File: src/rtl/noc_packet_tx_if.sv
// noc_packet_tx_if -- bundle of the local-core message port, the router
// packet port and the status outputs of noc_packet_tx.
//   Core side  : in_valid, in_ready, in_dst, in_type, in_payload, in_eop
//   Router side: packet, packet_valid, packet_ready, ack
//   Status     : busy, drop_pulse, sent_count, drop_count
// Modport master is the transmitter's view (it originates packets);
// modport slave is the view of the environment around it (core + router).
interface noc_packet_tx_if;
    logic        in_valid;
    logic        in_ready;
    logic [1:0]  in_dst;
    logic [1:0]  in_type;
    logic [7:0]  in_payload;
    logic        in_eop;
    logic [13:0] packet;
    logic        packet_valid;
    logic        packet_ready;
    logic        ack;
    logic        busy;
    logic        drop_pulse;
    logic [7:0]  sent_count;
    logic [7:0]  drop_count;

    modport master (
        input  in_valid, in_dst, in_type, in_payload, in_eop, packet_ready, ack,
        output in_ready, packet, packet_valid, busy, drop_pulse, sent_count, drop_count
    );

    modport slave (
        output in_valid, in_dst, in_type, in_payload, in_eop, packet_ready, ack,
        input  in_ready, packet, packet_valid, busy, drop_pulse, sent_count, drop_count
    );
endinterface

File: src/rtl/noc_packet_tx.sv
// noc_packet_tx -- transmit side of the 14-bit NoC link.
// Messages from the local core are queued in a small FIFO, framed into a
// 14-bit packet {parity, dst, type, payload, eop} and offered to the router
// with valid/ready. After each transfer the block waits for an ack; on
// timeout it retransmits the held packet up to MAX_RETRY times, then drops it.
// Ports:
//   clk  - clock
//   rst  - asynchronous, active-high reset
//   bus  - noc_packet_tx_if.master (core port, router port, status/counters)
module noc_packet_tx #(
    parameter int FIFO_DEPTH  = 4,
    parameter int ACK_TIMEOUT = 8,
    parameter int MAX_RETRY   = 3
) (
    input  logic               clk,
    input  logic               rst,
    noc_packet_tx_if.master    bus
);
    localparam int AW = $clog2(FIFO_DEPTH);
    localparam int CW = AW + 1;
    localparam int TW = $clog2(ACK_TIMEOUT + 1);
    localparam int RW = $clog2(MAX_RETRY + 2);

    typedef enum logic [1:0] {IDLE, SEND, WAIT_ACK} state_t;

    state_t          state_q, state_d;
    logic [12:0]     mem_q [FIFO_DEPTH];
    logic [AW-1:0]   wr_ptr_q, rd_ptr_q;
    logic [CW-1:0]   count_q;
    logic            fifo_full, fifo_empty, push, pop;
    logic [12:0]     head;

    logic [13:0]     packet_q, packet_d;
    logic            packet_valid_q, packet_valid_d;
    logic            drop_pulse_q, drop_pulse_d;
    logic [7:0]      sent_q, sent_d;
    logic [7:0]      drop_q, drop_d;
    logic [TW-1:0]   timer_q, timer_d;
    logic [RW-1:0]   retry_q, retry_d;

    assign fifo_full  = (count_q == CW'(FIFO_DEPTH));
    assign fifo_empty = (count_q == '0);
    assign push       = bus.in_valid && !fifo_full;
    // The FSM only takes a new entry while idle; the entry then lives in
    // packet_q until it is acked or dropped.
    assign pop        = (state_q == IDLE) && !fifo_empty;
    assign head       = mem_q[rd_ptr_q];

    assign bus.in_ready     = !fifo_full;
    assign bus.busy         = !fifo_empty || (state_q != IDLE);
    assign bus.packet       = packet_q;
    assign bus.packet_valid = packet_valid_q;
    assign bus.drop_pulse   = drop_pulse_q;
    assign bus.sent_count   = sent_q;
    assign bus.drop_count   = drop_q;

    // Storage array carries no reset so it can map onto distributed/block RAM;
    // stale contents are never visible because count_q gates every read.
    always_ff @(posedge clk) begin
        if (push) begin
            mem_q[wr_ptr_q] <= {bus.in_dst, bus.in_type, bus.in_payload, bus.in_eop};
        end
    end

    always_ff @(posedge clk or posedge rst) begin
        if (rst) begin
            wr_ptr_q <= '0;
            rd_ptr_q <= '0;
            count_q  <= '0;
        end else begin
            if (push) wr_ptr_q <= wr_ptr_q + AW'(1);
            if (pop)  rd_ptr_q <= rd_ptr_q + AW'(1);
            case ({push, pop})
                2'b10:   count_q <= count_q + CW'(1);
                2'b01:   count_q <= count_q - CW'(1);
                default: count_q <= count_q;
            endcase
        end
    end

    always_ff @(posedge clk or posedge rst) begin
        if (rst) begin
            state_q        <= IDLE;
            packet_q       <= '0;
            packet_valid_q <= 1'b0;
            drop_pulse_q   <= 1'b0;
            sent_q         <= '0;
            drop_q         <= '0;
            timer_q        <= '0;
            retry_q        <= '0;
        end else begin
            state_q        <= state_d;
            packet_q       <= packet_d;
            packet_valid_q <= packet_valid_d;
            drop_pulse_q   <= drop_pulse_d;
            sent_q         <= sent_d;
            drop_q         <= drop_d;
            timer_q        <= timer_d;
            retry_q        <= retry_d;
        end
    end

    always_comb begin
        state_d        = state_q;
        packet_d       = packet_q;
        packet_valid_d = packet_valid_q;
        drop_pulse_d   = 1'b0;
        sent_d         = sent_q;
        drop_d         = drop_q;
        timer_d        = timer_q;
        retry_d        = retry_q;
        case (state_q)
            IDLE: begin
                if (!fifo_empty) begin
                    // Parity in bit 13 makes the total number of ones even.
                    packet_d       = {^head, head};
                    retry_d        = '0;
                    packet_valid_d = 1'b1;
                    state_d        = SEND;
                end
            end
            SEND: begin
                if (bus.packet_ready) begin
                    packet_valid_d = 1'b0;
                    timer_d        = '0;
                    state_d        = WAIT_ACK;
                end
            end
            WAIT_ACK: begin
                // Ack wins over a timeout firing on the same edge.
                if (bus.ack) begin
                    if (sent_q != 8'hFF) sent_d = sent_q + 8'd1;
                    state_d = IDLE;
                end else if (timer_q == TW'(ACK_TIMEOUT - 1)) begin
                    timer_d = '0;
                    if (retry_q < RW'(MAX_RETRY)) begin
                        retry_d        = retry_q + RW'(1);
                        packet_valid_d = 1'b1;
                        state_d        = SEND;
                    end else begin
                        drop_pulse_d = 1'b1;
                        if (drop_q != 8'hFF) drop_d = drop_q + 8'd1;
                        state_d = IDLE;
                    end
                end else begin
                    timer_d = timer_q + TW'(1);
                end
            end
            default: state_d = IDLE;
        endcase
    end
endmodule

File: src/flat_wrapper.sv
// flat-port wrapper written by rule: the top's interface ports become plain ports
module noc_packet_tx_flat 
#(
    parameter int FIFO_DEPTH  = 4,
    parameter int ACK_TIMEOUT = 8,
    parameter int MAX_RETRY   = 3
)
  (clk, rst, bus_in_valid, bus_in_dst, bus_in_type, bus_in_payload, bus_in_eop, bus_packet_ready, bus_ack, bus_in_ready, bus_packet, bus_packet_valid, bus_busy, bus_drop_pulse, bus_sent_count, bus_drop_count);
  noc_packet_tx_if bus_i ();
  input  logic clk;
  input  logic rst;
  input wire logic [$bits(bus_i.in_valid)-1:0] bus_in_valid;
  input wire logic [$bits(bus_i.in_dst)-1:0] bus_in_dst;
  input wire logic [$bits(bus_i.in_type)-1:0] bus_in_type;
  input wire logic [$bits(bus_i.in_payload)-1:0] bus_in_payload;
  input wire logic [$bits(bus_i.in_eop)-1:0] bus_in_eop;
  input wire logic [$bits(bus_i.packet_ready)-1:0] bus_packet_ready;
  input wire logic [$bits(bus_i.ack)-1:0] bus_ack;
  output wire logic [$bits(bus_i.in_ready)-1:0] bus_in_ready;
  output wire logic [$bits(bus_i.packet)-1:0] bus_packet;
  output wire logic [$bits(bus_i.packet_valid)-1:0] bus_packet_valid;
  output wire logic [$bits(bus_i.busy)-1:0] bus_busy;
  output wire logic [$bits(bus_i.drop_pulse)-1:0] bus_drop_pulse;
  output wire logic [$bits(bus_i.sent_count)-1:0] bus_sent_count;
  output wire logic [$bits(bus_i.drop_count)-1:0] bus_drop_count;
  assign bus_i.in_valid = bus_in_valid;
  assign bus_i.in_dst = bus_in_dst;
  assign bus_i.in_type = bus_in_type;
  assign bus_i.in_payload = bus_in_payload;
  assign bus_i.in_eop = bus_in_eop;
  assign bus_i.packet_ready = bus_packet_ready;
  assign bus_i.ack = bus_ack;
  assign bus_in_ready = bus_i.in_ready;
  assign bus_packet = bus_i.packet;
  assign bus_packet_valid = bus_i.packet_valid;
  assign bus_busy = bus_i.busy;
  assign bus_drop_pulse = bus_i.drop_pulse;
  assign bus_sent_count = bus_i.sent_count;
  assign bus_drop_count = bus_i.drop_count;
  noc_packet_tx #(.FIFO_DEPTH(FIFO_DEPTH), .ACK_TIMEOUT(ACK_TIMEOUT), .MAX_RETRY(MAX_RETRY)) u_core (.clk(clk), .rst(rst), .bus(bus_i));
endmodule
File: config.mk
export PLATFORM = sky130hd
export DESIGN_NAME = noc_packet_tx_flat
export DESIGN_NICKNAME = d
export VERILOG_FILES = /design/src/rtl/noc_packet_tx_if.sv /design/src/rtl/noc_packet_tx.sv /design/src/flat_wrapper.sv
export SDC_FILE = /design/constraint.sdc
export NUM_CORES = 1
export LEC_CHECK = 0
export ABC_CLOCK_PERIOD_IN_PS = 3800
export CAP_MARGIN = 20
export CORE_MARGIN = 5
export CORE_UTILIZATION = 59
export CTS_BUF_LIST = sky130_fd_sc_hd__clkbuf_4 sky130_fd_sc_hd__clkbuf_8 sky130_fd_sc_hd__clkbuf_16
export DETAILED_ROUTE_END_ITERATION = 6
export PLACE_DENSITY = 0.93
export SETUP_SLACK_MARGIN = 0.4
export SYNTH_ARGS = -nofsm -noshare
export SYNTH_HDL_FRONTEND = slang
export SYNTH_SLANG_ARGS = --single-unit
export TNS_END_PERCENT = 30
File: constraint.sdc
create_clock -name clk -period 3.8 [get_ports clk]
set_input_delay 0.38 -clock clk [delete_from_list [all_inputs] [get_ports clk]]
set_output_delay 0.38 -clock clk [all_outputs]
set_load 0.03 [all_outputs]
==> results.md <==
- Of the total power, the share spent switching nets is between 30% and 40%.
- Once detail routing completed, the nets flagged for antenna violations numbered 0.
- After Yosys synthesis, full adders, half adders and majority gates account for 3.16% of the synthesized area.
- The fraction of power consumed by combinational cells is 43.7%.
- The final core utilization is 72.9%.
- The slack of the worst reg-to-reg path is 1.35 ns.
- The area growth from synthesis to layout is 19.3%.
- After Yosys synthesis, and, or, nand and nor cells account for approximately 7% of the synthesized area.
- The die outline width is 94.4 µm.
- After detailed placement, the design holds a cell count of 400.
- After synthesis, the largest family of logic cells by area is multiplexers.
- At the pin with the least slew margin, the transition time is 0.722 ns.
- For this design the ratio of total power to cell area is 825 nW/µm².
- The launch point of the worst reg-to-reg path is u_core.state_q[0].
- The internal power summed over all cells is approximately 2700 µW.
- After synthesis, flip-flops and latches occupy between 60% and 70% of the total area.
- The placeable core region is 6870 µm².
- After legalization and detailed placement, the total HPWL measured 5110 µm.
- After Yosys synthesis, XOR and XNOR cells account for under 10% of the synthesized area.
- The number of antenna violations at the first check in global routing came to 0.
- In this run, synthesis inferred 52 flip-flops with an integrated enable.
- The maximum operating frequency is 400 MHz.
- The total negative slack for setup checks is 0 ns.
- The clock power share is 16.7%.
- The critical register-to-register path endpoint is u_core.count_q[2].
- After clock tree synthesis, the clock-pin slew on the worst setup and hold paths is 0.10 ns.
- The tree is rooted in a sky130_fd_sc_hd__clkbuf_8.
- The finished layout holds ~420 standard cells, fillers aside.
- The fraction of layout instances using a drive strength above 1 is 13.1%.
- Counting along the longest clock path gives a buffer depth of 2.
- In the post-synthesis netlist, the biggest area contributors are sky130_fd_sc_hd__edfxtp_1 (37%), sky130_fd_sc_hd__dfrtp_1 (29%), sky130_fd_sc_hd__mux4_2 (5.9%).
- The sort of element at the start of the critical path is a flip-flop.
- For this run, asynchronously set or reset flops after synthesis account for between 40% and 50%.
- The die area is 8900 µm².
- Clock tree synthesis found a total of 100 sinks.
- IR analysis of the VDD net gives a maximum drop of 0.565 mV.
- The synthesized netlist devotes 2.95% of its cell area to compound gates.
- After layout, the worst path uses 65.8% of the clock period.
- The cell area that synthesis handed to floorplanning was 4200 µm².
- The depth of the worst register-to-register path is 9.
- In the synthesized netlist, the number of instances is 259.
- The critical path arrival is about 2.1 ns.
- Summed over all layers, the routed wires come to between 7000 and 8000 µm.
- The critical path startpoint is u_core.count_q[0].
- The power spent charging and discharging nets is 1440 µW.
- The insertion delay to the later sink of the worst-skew pair is around 0.36 ns.
- The final net count is about 340.
- The total overflow left after global routing is 0.
- Of all nets on the critical path, the largest fanout is 3.
- The number of buffers created by CTS is 9.
- For this configuration, the core starts out at a cell density of 61.1%.
- Measured along the y axis, the die boundary spans 94.4 µm.
- The max-cap check violation count is 0.
- The area share of the largest cell type after synthesis is 37.2%.
- The layer carrying the most global-route usage is met2.
- The detailed-route via count is 2301.
- Setup violations remaining at the end of the flow were counted as 0.
- The flow ran to the end, and the final reports show no timing, DRC or antenna violations.
- The required time of the worst setup path is 3.42 ns.
- The worst setup path is of the reg -> out kind.
- Measured against the total synthesized area, the mux share comes to 11.4%.
- The met2 track demand over resource is 32.3%.
- Sequential cells burn 39.6% of the power.
- The post-synthesis cell type count is between 40 and 50.
- The row count is 30.
- The H-tree depth is 3.
- The worst setup path is captured at an output port.
- The number of warnings printed during yosys synthesis is 0.
- The aggregate global-route resource usage is 18.7%.
- The maximum number of pins on one net before global-route repair is 49.
- The first-iteration detailed-routing DRC count is 99.
- The per-instance average area after synthesis is 16.2 µm².
- The setup clock skew after layout is 0.0126 ns.
- The first global-routing pass estimated 12300 µm of wire.
- In the global route stage, met1 resource usage came out at 22.8%.
- The final hold violation count is 0.
- The total iterations of the first detailed-routing run is 4.
- In the post-synthesis netlist, the cell with the most instances is sky130_fd_sc_hd__edfxtp_1.
- The number of I/O port buffers is 51.
- Setup repair after global routing left no endpoint under its margin.
- The number of antenna diodes is 0.
- The TritonCTS clock tree is built.
- Dividing the detail-routed via count by the number of cells gives approximately 5.5.
- The count of filler cells inserted in the layout is 428.
- The class of the tightest hold or removal check is in -> async.
- Hold repair after CTS inserted 0 buffers.
- The critical path ends at bus_busy.
- At the end of routability-driven placement, the weighted congestion stood at 0.818.
- The number of buffers inserted by post-CTS setup repair is 0.
- During I/O placement, the number of pins put on the boundary was 52.
- The worst-case headroom to the max-slew limit is between 50% and 60%.
- The total leakage power is about 0.002 µW.
- The number of global-route vias before repair is around 2500.
- The number of gates resized after CTS is 0.
- sky130_fd_sc_hd__edfxtp_1 takes more of the synthesized area than any other cell.
- The post-detailed-route DRC marker count is 0.
- After synthesis, the most frequently instantiated cells are sky130_fd_sc_hd__edfxtp_1 (52), sky130_fd_sc_hd__dfrtp_1 (48), sky130_fd_sc_hd__xnor2_1 (21), sky130_fd_sc_hd__nand2_1 (17), sky130_fd_sc_hd__mux4_2 (11).
- The met3 track demand over resource is 4.14%.
- Synthesis inferred 100 register bits.
- The final max-slew violation count is 0.
- The smallest clock period supported by the final layout is computed as 2.50 ns.
- The detailed-route wire length per cell is 17.6 µm.
- In the synthesized netlist the dominant register cell turns out to be sky130_fd_sc_hd__edfxtp_1.
- Synthesis produced a netlist with a net count of 287.
-- flip-flops by register name, indices dropped and copies added (netlist names) --
| register | count |
|---|---|
| u_core.timer_q | 4 |
| u_core.count_q | 3 |
| u_core.bus.packet | 14 |
| u_core.bus.sent_count | 8 |
| u_core.rd_ptr_q | 2 |
| u_core.bus.drop_count | 8 |
| u_core.mem_q | 52 |
| u_core.bus.drop_pulse | 1 |
| u_core.retry_q | 3 |
| u_core.bus.packet_valid | 1 |
| u_core.state_q | 2 |
| u_core.wr_ptr_q | 2 |
-- critical path, cell delays in order (launching register included) --
cell	delay, ns
sky130_fd_sc_hd__dfrtp_1	0.42
sky130_fd_sc_hd__or3_1	0.38
sky130_fd_sc_hd__nor3_1	0.30
sky130_fd_sc_hd__inv_1	0.07
sky130_fd_sc_hd__clkdlybuf4s50_1	0.60
-- through the flow --
step / setup slack [ns] / power, µW / cell area (µm²) / hold slack [ns]
floorplan: 1.43 / 3000 / 4200 / 0.445
global placement: 1.34 / 3390 / 4780 / 0.457
detailed placement: 1.31 / 3490 / 4780 / 0.473
CTS: 1.29 / 4170 / 4990 / 0.486
global route: 1.12 / 4400 / 5010 / 0.319
finish: 1.30 / 4130 / 5010 / 0.316
-- area by class of cell --
cell class	instances	area [µm²]	area share (%)
clock inverter	7	80.1	1.60
sequential	100	2760	55.2
multi-input combinational	141	1340	26.8
timing repair buffer	53	538	10.7
inverter	11	41.3	0.825
clock buffer	9	124	2.47
tap	96	120	2.40
-- metal layers --
layer	up-vias	share of wire, %
met1	1174	41
met5	-	0
met2	46	54
met3	11	4.2
li1	1070	-
met4	0	1.6
-- worst min-delay path by stage --
stage	endpoint	cells past startpoint	slack [ns]
2_1_floorplan	u_core.timer_q[3]	1	0.44
3_3_place_gp	u_core.timer_q[3]	1	0.46
3_5_place_dp	u_core.timer_q[3]	1	0.47
4_1_cts	u_core.timer_q[3]	1	0.49
5_1_grt	u_core.bus.packet[6]	2	0.32
6_report	u_core.bus.drop_count[4]	2	0.32
-- power groups by stage --
stage	clock (µW)	combinational [µW]	sequential, µW
after CTS	701	1830	1640
after detailed placement	0	1820	1660
after global routing	751	1970	1680
after floorplan	0	1210	1780
final	688	1810	1640
after global placement	0	1750	1640
-- layout by cell type, fill, tap and decap left out, types with 7 or more instances in the layout --
master / instances
sky130_fd_sc_hd__edfxtp_1: 52
sky130_fd_sc_hd__clkdlybuf4s50_1: 51
sky130_fd_sc_hd__dfrtp_1: 48
sky130_fd_sc_hd__xnor2_1: 21
sky130_fd_sc_hd__nand2_1: 17
sky130_fd_sc_hd__mux4_2: 11
sky130_fd_sc_hd__and3_1: 10
sky130_fd_sc_hd__inv_1: 9
sky130_fd_sc_hd__ha_1: 9
sky130_fd_sc_hd__clkbuf_8: 9
sky130_fd_sc_hd__mux2_1: 8
sky130_fd_sc_hd__mux2_2: 7
-- cell families (layout without fill, tap and decap cells) --
| kind of cell | after synthesis | in the layout |
|---|---|---|
| muxes | 29 | 29 |
| buffers and inverters | 18 | 80 |
| and+or+nand+nor | 54 | 54 |
| DFF | 100 | 100 |
| xor gates and xnor gates | 30 | 30 |
| adders and majority gates | 10 | 10 |
| AOI/OAI and AO/OA | 18 | 18 |
Power figures use the tool's default switching activity.
